### config.mk
export PLATFORM = sky130hd
export DESIGN_NAME = demux14_buf
export DESIGN_NICKNAME = d
export VERILOG_FILES = /design/src/rtl/demux14_pkg.sv /design/src/rtl/demux14_slot.sv /design/src/rtl/demux14_buf.sv
export SDC_FILE = /design/constraint.sdc
export NUM_CORES = 1
export LEC_CHECK = 0
export ABC_AREA = 1
export ABC_CLOCK_PERIOD_IN_PS = 1910
export CAP_MARGIN = 25
export CORE_MARGIN = 2
export CORE_UTILIZATION = 35
export CTS_CLUSTER_SIZE = 30
export DETAILED_ROUTE_END_ITERATION = 8
export PLACE_DENSITY_LB_ADDON = 0.1
export RECOVER_POWER = 100
export SLEW_MARGIN = 20
export SYNTH_ARGS = -nofsm -noshare
export SYNTH_HDL_FRONTEND = slang
export SYNTH_SLANG_ARGS = --single-unit
### constraint.sdc
create_clock -name clk -period 1.91 [get_ports clk]
set_input_delay 0.382 -clock clk [delete_from_list [all_inputs] [get_ports clk]]
set_output_delay 0.382 -clock clk [all_outputs]
set_load 0.02 [all_outputs]
### src/rtl/demux14_pkg.sv
// Shared constants and types for the buffered 1-to-4 demultiplexer.
package demux14_pkg;

  localparam int CH_NUM = 4;
  localparam int SEL_W  = 2;
  localparam int CNT_W  = 16;

  typedef logic [SEL_W-1:0] sel_t;

  localparam sel_t CH0 = 2'd0;
  localparam sel_t CH1 = 2'd1;
  localparam sel_t CH2 = 2'd2;
  localparam sel_t CH3 = 2'd3;

endpackage

### src/rtl/demux14_slot.sv
// One output channel: single-entry data register, full flag and valid/ready handshake.
module demux14_slot #(
  parameter int WIDTH = 8
) (
  input  logic             clk,
  input  logic             rst,
  input  logic             load,
  input  logic [WIDTH-1:0] in_data,
  input  logic             o_ready,
  output logic [WIDTH-1:0] data,
  output logic             full
);

  logic [WIDTH-1:0] data_q, data_d;
  logic             full_q, full_d;

  // A load on the same edge as a drain wins, so the channel sustains one beat per cycle.
  always_comb begin
    data_d = data_q;
    full_d = full_q & ~o_ready;
    if (load) begin
      data_d = in_data;
      full_d = 1'b1;
    end
  end

  always_ff @(posedge clk or posedge rst) begin
    if (rst) begin
      data_q <= '0;
      full_q <= 1'b0;
    end else begin
      data_q <= data_d;
      full_q <= full_d;
    end
  end

  assign data = data_q;
  assign full = full_q;

endmodule

### src/rtl/demux14_buf.sv
// Buffered 1-to-4 demux with per-channel holding registers and accepted-beat counter.
// Define DEMUX14_AUTO_SEL_EN to steer beats round-robin instead of by {s1,s0}.
module demux14_buf
  import demux14_pkg::*;
#(
  parameter int WIDTH = 8
) (
  input  logic              clk,
  input  logic              rst,
  input  logic [WIDTH-1:0]  in_data,
  input  logic              in_valid,
  output logic              in_ready,
  input  logic              s0,
  input  logic              s1,
  output logic [WIDTH-1:0]  o0,
  output logic [WIDTH-1:0]  o1,
  output logic [WIDTH-1:0]  o2,
  output logic [WIDTH-1:0]  o3,
  output logic [CH_NUM-1:0] o_valid,
  input  logic [CH_NUM-1:0] o_ready,
  output logic [CNT_W-1:0]  beat_cnt
);

  sel_t              sel;
  logic              accept;
  logic [CH_NUM-1:0] load;
  logic [CH_NUM-1:0] full;
  logic [WIDTH-1:0]  data [CH_NUM];
  logic [CNT_W-1:0]  beat_cnt_q, beat_cnt_d;

`ifdef DEMUX14_AUTO_SEL_EN
  sel_t rr_q, rr_d;

  // Advances only on accepted beats, so a stalled channel holds the whole stream.
  always_comb begin
    rr_d = rr_q;
    if (accept) rr_d = rr_q + 2'd1;
  end

  always_ff @(posedge clk or posedge rst) begin
    if (rst) rr_q <= CH0;
    else     rr_q <= rr_d;
  end

  assign sel = rr_q;
`else
  assign sel = {s1, s0};
`endif

  assign in_ready = ~full[sel] | o_ready[sel];
  assign accept   = in_valid & in_ready;

  always_comb begin
    load       = '0;
    load[sel]  = accept;
    beat_cnt_d = beat_cnt_q + {{(CNT_W-1){1'b0}}, accept};
  end

  always_ff @(posedge clk or posedge rst) begin
    if (rst) beat_cnt_q <= '0;
    else     beat_cnt_q <= beat_cnt_d;
  end

  generate
    for (genvar gi = 0; gi < CH_NUM; gi++) begin : g_slot
      demux14_slot #(.WIDTH(WIDTH)) u_slot (
        .clk     (clk),
        .rst     (rst),
        .load    (load[gi]),
        .in_data (in_data),
        .o_ready (o_ready[gi]),
        .data    (data[gi]),
        .full    (full[gi])
      );
    end
  endgenerate

  assign o0       = data[CH0];
  assign o1       = data[CH1];
  assign o2       = data[CH2];
  assign o3       = data[CH3];
  assign o_valid  = full;
  assign beat_cnt = beat_cnt_q;

endmodule

Word level (Yosys, flattened, before mapping)
Index checks and enable logic that the tools add are counted.

Input port bits: 17. Word-level logic and storage cells: 35. Output and inout bits: 53. Register bits after elaboration: 52.

Bitwise operators: 12. Order comparisons: 2. Reductions and logical operators: 1. Add/sub/neg operators: 1. Mux-type cells: 10.

Operators with widths (count): adder 16 x 1 -> 16 bit (1); 2-to-1 mux 1 bit (7); bitwise AND 1 bit (5); NOT 1 bit (5); bitwise AND 4 bit (1); binary-select mux 1 bit (select 2 bit) (2); less-than comparator 2 x 3 -> 1 bit, second input constant (1); demux 1 bit (select 2 bit) (1); >= comparator 2 x 1 -> 1 bit, second input constant (1); logical AND 1 bit (1); bitwise OR 1 bit (1).

Logic depth before layout (Yosys ltp)
Gate-level depths: netlist of the first run.

Word-level depth: 7. Gate-level depth with buffers: 16. Depth with buffers taken out: 15.

Cells and area by module
Synthesis of the first run repeated with hierarchy kept, for this count alone.

Cell total of the unflattened synthesis: 257. Area total of the unflattened synthesis: 2280.9 sq um.

By module, submodules not included: demux14_slot (area each 345.3 sq um, times used 4, cells an instance 39); demux14_buf (area each 899.6 sq um, times used 1, cells an instance 101).

Worst setup path after synthesis of the first run
OpenSTA, ideal clock, no wires.

Path kind: input -> register. Start: in s0. End: reg beat_cnt_q[10], in the netlist beat_cnt[10]. Library setup time: 117 ps. Setup slack: -221 ps. Stages: 15. Buffers on the path: 1. Data required time: 1793 ps. Data arrival time: 2013 ps. Cells stage by stage: buf_6 > nor2_8 > nand2_2 > nand2_2 > nor2_4 > a21boi_0 > ha_1 > ha_1 > nand3_1 > inv_1 > nand3_1 > nor2_1 > nand2_1 > nand2_1 > nand2_1.

Cells in the longest elaborated chain, start to end: 6. Elaborated cells between the ends (all ways): 8.

Ends and longest elaborated chain: from (decl) (line demux14_buf.sv:13) `input logic s0,`; binary-select mux 1 bit (select 2 bit) (line demux14_buf.sv:50) `assign in_ready = ~full[sel] | o_ready[sel];`; 2-to-1 mux 1 bit (not written as such) (line demux14_buf.sv:50); NOT 1 bit (line demux14_buf.sv:50); bitwise OR 1 bit * (line demux14_buf.sv:50); bitwise AND 1 bit * (line demux14_buf.sv:51) `assign accept = in_valid & in_ready;`; adder 16 x 1 -> 16 bit * (line demux14_buf.sv:56) `beat_cnt_d = beat_cnt_q + {{(CNT_W-1){1'b0}}, accept};`; named net beat_cnt_d[10] (line demux14_buf.sv:29) `logic [CNT_W-1:0] beat_cnt_q, beat_cnt_d;`; to (signal assigned) (line demux14_buf.sv:61) `else beat_cnt_q <= beat_cnt_d;`; to (decl) (line demux14_buf.sv:29).

The timed path passes the listed nets; every way through them passes the cells marked *. The select of a mux whose other input is x is not followed. A chain may end at the register's enable or synchronous reset.

Worst setup path in the final report of the first run
Ends and elaborated chain as after synthesis.

==> impl_metrics.tcl, run 1 <==
set metrics [dict create \
    status "finished clean" \
    grt_max_degree 41 \
    layout_commonest_cell "nand2_1" \
    clock_path_buffers 2 \
    final_antenna_net_count 0 \
    fin_ws_ns 0.0506 \
    dr.pass1.iters 4 \
    slowest_delay_ns 0.22 \
    skew_ns 0.00652 \
    cp-end-kind "flip-flop" \
    io_pins 70 \
    wl_per_cell_um 14.1 \
    min_period_ns 1.86 \
    dp_cells 429 \
    synthesis.area_um2 2480 \
    crit_fanout 7 \
    hpwl_um 4540 \
    routed-via-count 2037 \
    die-height_um 88.2 \
    crit_chain "clkdlybuf4s15_2, buf_8, buf_6, nand3_4, nand2_4, nor2_4, a21boi_2, ha_2, ha_4, nand3_4, inv_4, nand3_4, nor2_4, nand2_1, nand2_1, nand2_1" \
    drt_iter0_markers 90 \
    wirelength_um 6180 \
    hp-class "primary input to flip-flop" \
    synth_compound_area_share_pct 1.11 \
    synth_top_family_by_area "simple AND/OR/NAND/NOR gates" \
    grt_pass1_wl_um 10200 \
    cts_tree "done" \
    cp_top_family "simple AND/OR/NAND/NOR gates" \
    final_util_pct 51.1 \
    synthTopCellsByArea "dfrtp_1 52%, nand2_1 13%, nand4_1 8.3%, xor2_1 4.2%, nand3_4 2.8%" \
    p_per_area_nw_per_um2 1020 \
    yosysSeqAreaShare_pct 52.4 \
    syn2layout_area_growth_pct 40.5 \
    grtUsageTotal_pct 16.9 \
    reg2reg_depth 14 \
    hold_end "g_slot[2].u_slot.full$_DFF_PP0_" \
    design_area_um2 3490 \
    maxCapViolations 0 \
    slew_headroom_pct 62.8 \
    ir_drop_v 0.000358 \
    ys_types 29 \
    syn_area_per_cell_um2 9.59 \
    dpl_worst_slack_ns -0.682 \
    ctsRootBufferMaster "clkbuf_8" \
    p_leak_nw 1.69 \
    fin_nets 360 \
    die_w_um 88.2 \
    drc 0 \
    antennaDiodeCount 0 \
    start_kind "primary input" \
    worstReg2RegEnd "beat_cnt[10]$_DFF_PP0_" \
    ctsHoldBuffers 0 \
    initial_core_util_pct 36.4 \
    yosys.area.top_type "dfrtp_1" \
    drive_above_1_share_pct 18.2 \
    final_cells 437 \
    hold_viol_final 0 \
    cts_buffers 5 \
    clock_latency_ns 0.30 \
    critPathKind "primary input to flip-flop" \
    r2r_setup_slack_ns 0.08 \
    worst_r2r_startpoint "g_slot[1].u_slot.full$_DFF_PP0_" \
    vias_per_cell 4.66 \
    synthMuxAreaShare_pct 0 \
    rows 30 \
    synth_top_area_share_pct 52.4 \
    htreeDepth 2 \
    setup_viol_count_final 0 \
    fillCellCount 683 \
    hold_depth 2 \
    syn_inst 259 \
    core_um2 6830 \
    synth_nets 278 \
    synthAdderAreaFrac_pct 1.01 \
    worst_slew_pin_slew_ns 0.557 \
    slowest_stage "ha_2" \
    drv_slew 0 \
    arrival_ns 2.06 \
    ys_ff_latch 52 \
    dieArea_um2 7790 \
    rsz0062_at_grt "true" \
    ys.warnings.count 0 \
    placed_area_um2 3370 \
    cts_num_sinks 52 \
    first_global_vias 2036 \
    antenna_found_initial 0 \
    globalplace.congestion 0.840 \
    most-common-layout-cells "79 x nand2_1, 52 x dfrtp_1, 40 x dlygate4sd3_1, 33 x nand4_1, 22 x clkdlybuf4s50_1" \
    fin_crit_sh_pct 97.3 \
    grt.overflow.total 0 \
    synth_xor_xnor_area_share_pct 4.58 \
    min_from "o_ready[2]" \
    critPathBufInv 4 \
    clk_pin_slew_worst_paths_ns 0.10 \
    synth-simple-area-share_pct 32.8 \
    fmax_mhz 538 \
    hold_slack_ns 0.426 \
    port_buffers 69 \
    required_ns 2.11 \
]
-- repair_timing --
action	4_1_cts	5_1_grt
endpoints found under the setup margin	50	5
pin swaps	8	9
hold endpoints to repair	0	0
buffers inserted	1	1
resized for setup	19	14
-- final cells by class --
| cell class | instances | area (µm²) | share of cell area (%) |
|---|---|---|---|
| flip-flops and latches | 52 | 1300 | 37.3 |
| multi-input cells | 175 | 1070 | 30.5 |
| repair buffers | 88 | 835 | 23.9 |
| well taps | 96 | 120 | 3.44 |
| clock buffers | 6 | 82.6 | 2.37 |
| inverters | 19 | 76.3 | 2.19 |
| clock inverters | 1 | 8.76 | 0.251 |
-- stage by stage --
stage / setup TNS (ns) / total power [mW]
after floorplan: -0.0846 / 2.30
after global placement: -18.61 / 2.98
after detailed placement: -21.55 / 3.00
after CTS: 0 / 3.66
after global routing: -0.194 / 3.79
final: 0 / 3.56
-- cell usage after synthesis (all sizes together) --
library cell  instances
clkinv                1
nand2                89
nand4                33
nor2                 12
dfrtp                52
xor2                 12
ha                    2
a21boi                1
nand3b                1
nor3                  5
nand3                15
buf                  13
o21ai                 4
xnor2                 1
inv                  18
-- state kept, by name (all words and copies together) (netlist names) --
register and count:
beat_cnt 16, g_slot.u_slot.data 32, g_slot.u_slot.full 4
-- power by group --
group	leakage [nW]	switching (mW)	internal (mW)
Clock	0.0473	0.362	0.290
Combinational	1.01	0.756	0.586
Sequential	0.638	0.223	1.34
Total	1.69	1.34	2.22
-- cells by family after synthesis --
group                      Yosys count
buffers and inverters               32
AOI/OAI and AO/OA                    5
and+or+nand+nor                    155
adders and majority gates            2
DFF                                 52
xor gates and xnor gates            13
-- metal layers --
layer / global-route usage [%] / wire (µm)
met5: 0 / 0
met4: 5.23 / 95
met3: 3.54 / 258
met2: 26.7 / 2900
met1: 23.6 / 2920
-- worst max path at each step --
stage | start | end | slack (ns) | cells past startpoint
6_report | s0 | beat_cnt[10]$_DFF_PP0_ | 0.05 | 16
5_1_grt | g_slot[1].u_slot.full$_DFF_PP0_ | beat_cnt[10]$_DFF_PP0_ | -0.08 | 14
4_1_cts | s0 | beat_cnt[10]$_DFF_PP0_ | 0.03 | 16
3_5_place_dp | s0 | beat_cnt[10]$_DFF_PP0_ | -0.68 | 17
3_3_place_gp | s0 | beat_cnt[10]$_DFF_PP0_ | -0.58 | 17
2_1_floorplan | s1 | beat_cnt[10]$_DFF_PP0_ | -0.06 | 15
No activity file was read; power rests on OpenSTA's default activity.
==> inputs of run 2 (changes only) <==
Settings changed: PLACE_DENSITY set to 0.61, PLACE_DENSITY_LB_ADDON 0.1 to unset, SETUP_SLACK_MARGIN set to 0.2.
==> run 2 against run 1 <==
Net effect:
- critical path type is now flip-flop to flip-flop
- final cell count grew 2.3%
- highest routed layer unchanged
- clock power shrank 3%
- fmax shrank 0.20%
- global-route usage shrank 0.21 points
- sequential share of layout area shrank 1.9 points
- die area is the same
- critical endpoint unchanged
- via count grew 5.6%
- combinational power grew 4%
- clock skew grew 0.00073 ns
- register-to-register slack lost 0.03 ns
- clock-buffer cell count is the same
- setup slack lost 0.0037 ns
==> impl_metrics.tcl, run 2 (synthesis gave the netlist of run 1 again) <==
set metrics [dict create \
    ir_drop_v 0.000368 \
    start_kind "flip-flop" \
    arrival_ns 2.07 \
    routed-via-count 2151 \
    hold_slack_ns 0.409 \
    p_comb_share_pct 38.6 \
    final_antenna_net_count 0 \
    clk_pin_slew_worst_paths_ns 0.10 \
    switching_power_mw 1.40 \
    required_ns 2.11 \
    dieArea_um2 7790 \
    min_period_ns 1.86 \
    cts_buffers 5 \
    drive_above_1_share_pct 20.2 \
    antenna_found_initial 0 \
    cts_tree "done" \
    p_leak_nw 2.02 \
    regArea_um2 1300 \
    dr.pass1.iters 4 \
    cts_num_sinks 52 \
    port_buffers 69 \
    setup_viol_count_final 0 \
    crit_fanout 3 \
    skew_ns 0.00725 \
    rows 30 \
    first_global_vias 2079 \
    hp-class "primary input to flip-flop" \
    clock_latency_ns 0.31 \
    grtUsageTotal_pct 16.7 \
    largest_reg_flops 32 \
    wl_per_cell_um 14.4 \
    fin_crit_sh_pct 97.5 \
    hpwl_um 4340 \
    clock_path_buffers 2 \
    drv_slew 0 \
    status "finished clean" \
    fmax_mhz 537 \
    ctsHoldBuffers 0 \
    syn2layout_area_growth_pct 47.9 \
    seqPwrFrac_pct 43.8 \
    wirelength_um 6430 \
    drc 0 \
    worst_path_most_repeated_cell "nand2_1" \
    final_cells 447 \
    die_w_um 88.2 \
    p_per_area_nw_per_um2 983 \
    multi_input_area_um2 1120 \
    final_util_pct 53.8 \
    die-height_um 88.2 \
    ctsRootBufferMaster "clkbuf_8" \
    fillCellCount 622 \
    io_pins 70 \
    rsz0062_at_grt "true" \
    swShare_pct 38.9 \
    p_clk_share_pct 17.6 \
    critPathKind "flip-flop to flip-flop" \
    initial_core_util_pct 36.4 \
    slowest_delay_ns 0.41 \
    slew_headroom_pct 28.4 \
    most-common-layout-cells "79 x nand2_1, 52 x dfrtp_1, 33 x nand4_1, 23 x dlymetal6s2s_1, 22 x clkdlybuf4s50_1" \
    crit_chain "nand2_1, nand2_1, nand2_2, nand2_4, a21boi_4, ha_4, ha_4, nand3_2, inv_2, nand3_4, nor2_4, nand2_1, nand2_1, nand2_1" \
    htreeDepth 2 \
    grt_max_degree 37 \
    cp-end-kind "flip-flop" \
    slowest_stage "dfrtp_1" \
    finalSetupTns_ns 0 \
    core_um2 6830 \
    p_int_mw 2.21 \
    worst_slew_pin_slew_ns 1.07 \
    maxCapViolations 0 \
    antennaDiodeCount 0 \
    grt_pass1_wl_um 10100 \
    layout_commonest_cell "nand2_1" \
    dp_cells 427 \
    globalplace.congestion 0.802 \
    hold_viol_final 0 \
    grt.overflow.total 0 \
    vias_per_cell 4.81 \
    drt_iter0_markers 101 \
    fin_nets 369 \
]
run 2: area by class of cell:
| cell class | instances | area share, % |
|---|---|---|
| flip-flops and latches | 52 | 35.4 |
| multi-input cells | 177 | 30.5 |
| repair buffers | 95 | 26.3 |
| well taps | 96 | 3.27 |
| inverters | 19 | 2.15 |
| clock buffers | 6 | 1.98 |
| clock inverters | 2 | 0.443 |
run 2: repair_timing:
| action | CTS | global route |
|---|---|---|
| buffers inserted | 5 | 4 |
| endpoints found under the setup margin | 68 | 68 |
| pin swaps | 10 | 11 |
| resized for setup | 41 | 42 |
| gates cloned | 0 | 3 |
run 2: worst paths after layout:
kind,start,endpoint,slack (ns),cells after the start
setup / recovery,g_slot[0].u_slot.full$_DFF_PP0_,beat_cnt[10]$_DFF_PP0_,0.05,14
hold / removal,o_ready[2],g_slot[2].u_slot.full$_DFF_PP0_,0.41,2
setup reg to reg,g_slot[0].u_slot.full$_DFF_PP0_,beat_cnt[10]$_DFF_PP0_,0.05,14
hold reg to reg,beat_cnt[15]$_DFF_PP0_,beat_cnt[15]$_DFF_PP0_,0.47,1
max in group asynchronous,rst,beat_cnt[5]$_DFF_PP0_,0.41,3
min in group asynchronous,rst,g_slot[2].u_slot.data[2]$_DFFE_PP0P_,0.76,3
run 2: worst max-delay path: cells and delay by family, from the launching register on:
family / cells / cell delay (ns)
simple gates: 10 / 0.74
flops: 1 / 0.41
fa+ha+maj: 2 / 0.31
compound gates: 1 / 0.18
buf+inv: 1 / 0.10
run 2: stage by stage:
step / power [mW] / setup WS [ns] / area [µm²]
after floorplan: 2.31 / -0.0575 / 2530
after global placement: 2.96 / -0.645 / 3340
after detailed placement: 2.98 / -0.699 / 3340
after CTS: 3.57 / 0.0975 / 3450
after global routing: 3.84 / -0.0562 / 3670
final: 3.61 / 0.0469 / 3670
run 2: per-layer routing:
| metal | vias to the layer above | track usage [%] | part of all wire (%) |
|---|---|---|---|
| met3 | 7 | 3.92 | 7.3 |
| li1 | 1040 | - | - |
| met4 | 0 | 4.96 | 1.0 |
| met2 | 86 | 26.4 | 48 |
| met5 | - | 0 | 0 |
| met1 | 1018 | 23.1 | 44 |
run 2: power by group through the flow:
stage / combinational [mW] / clock (mW) / sequential, mW
finish: 1.40 / 0.635 / 1.58
CTS: 1.36 / 0.655 / 1.56
detailed placement: 1.40 / 0 / 1.58
global route: 1.52 / 0.700 / 1.62
global placement: 1.38 / 0 / 1.58
floorplan: 0.465 / 0 / 1.84
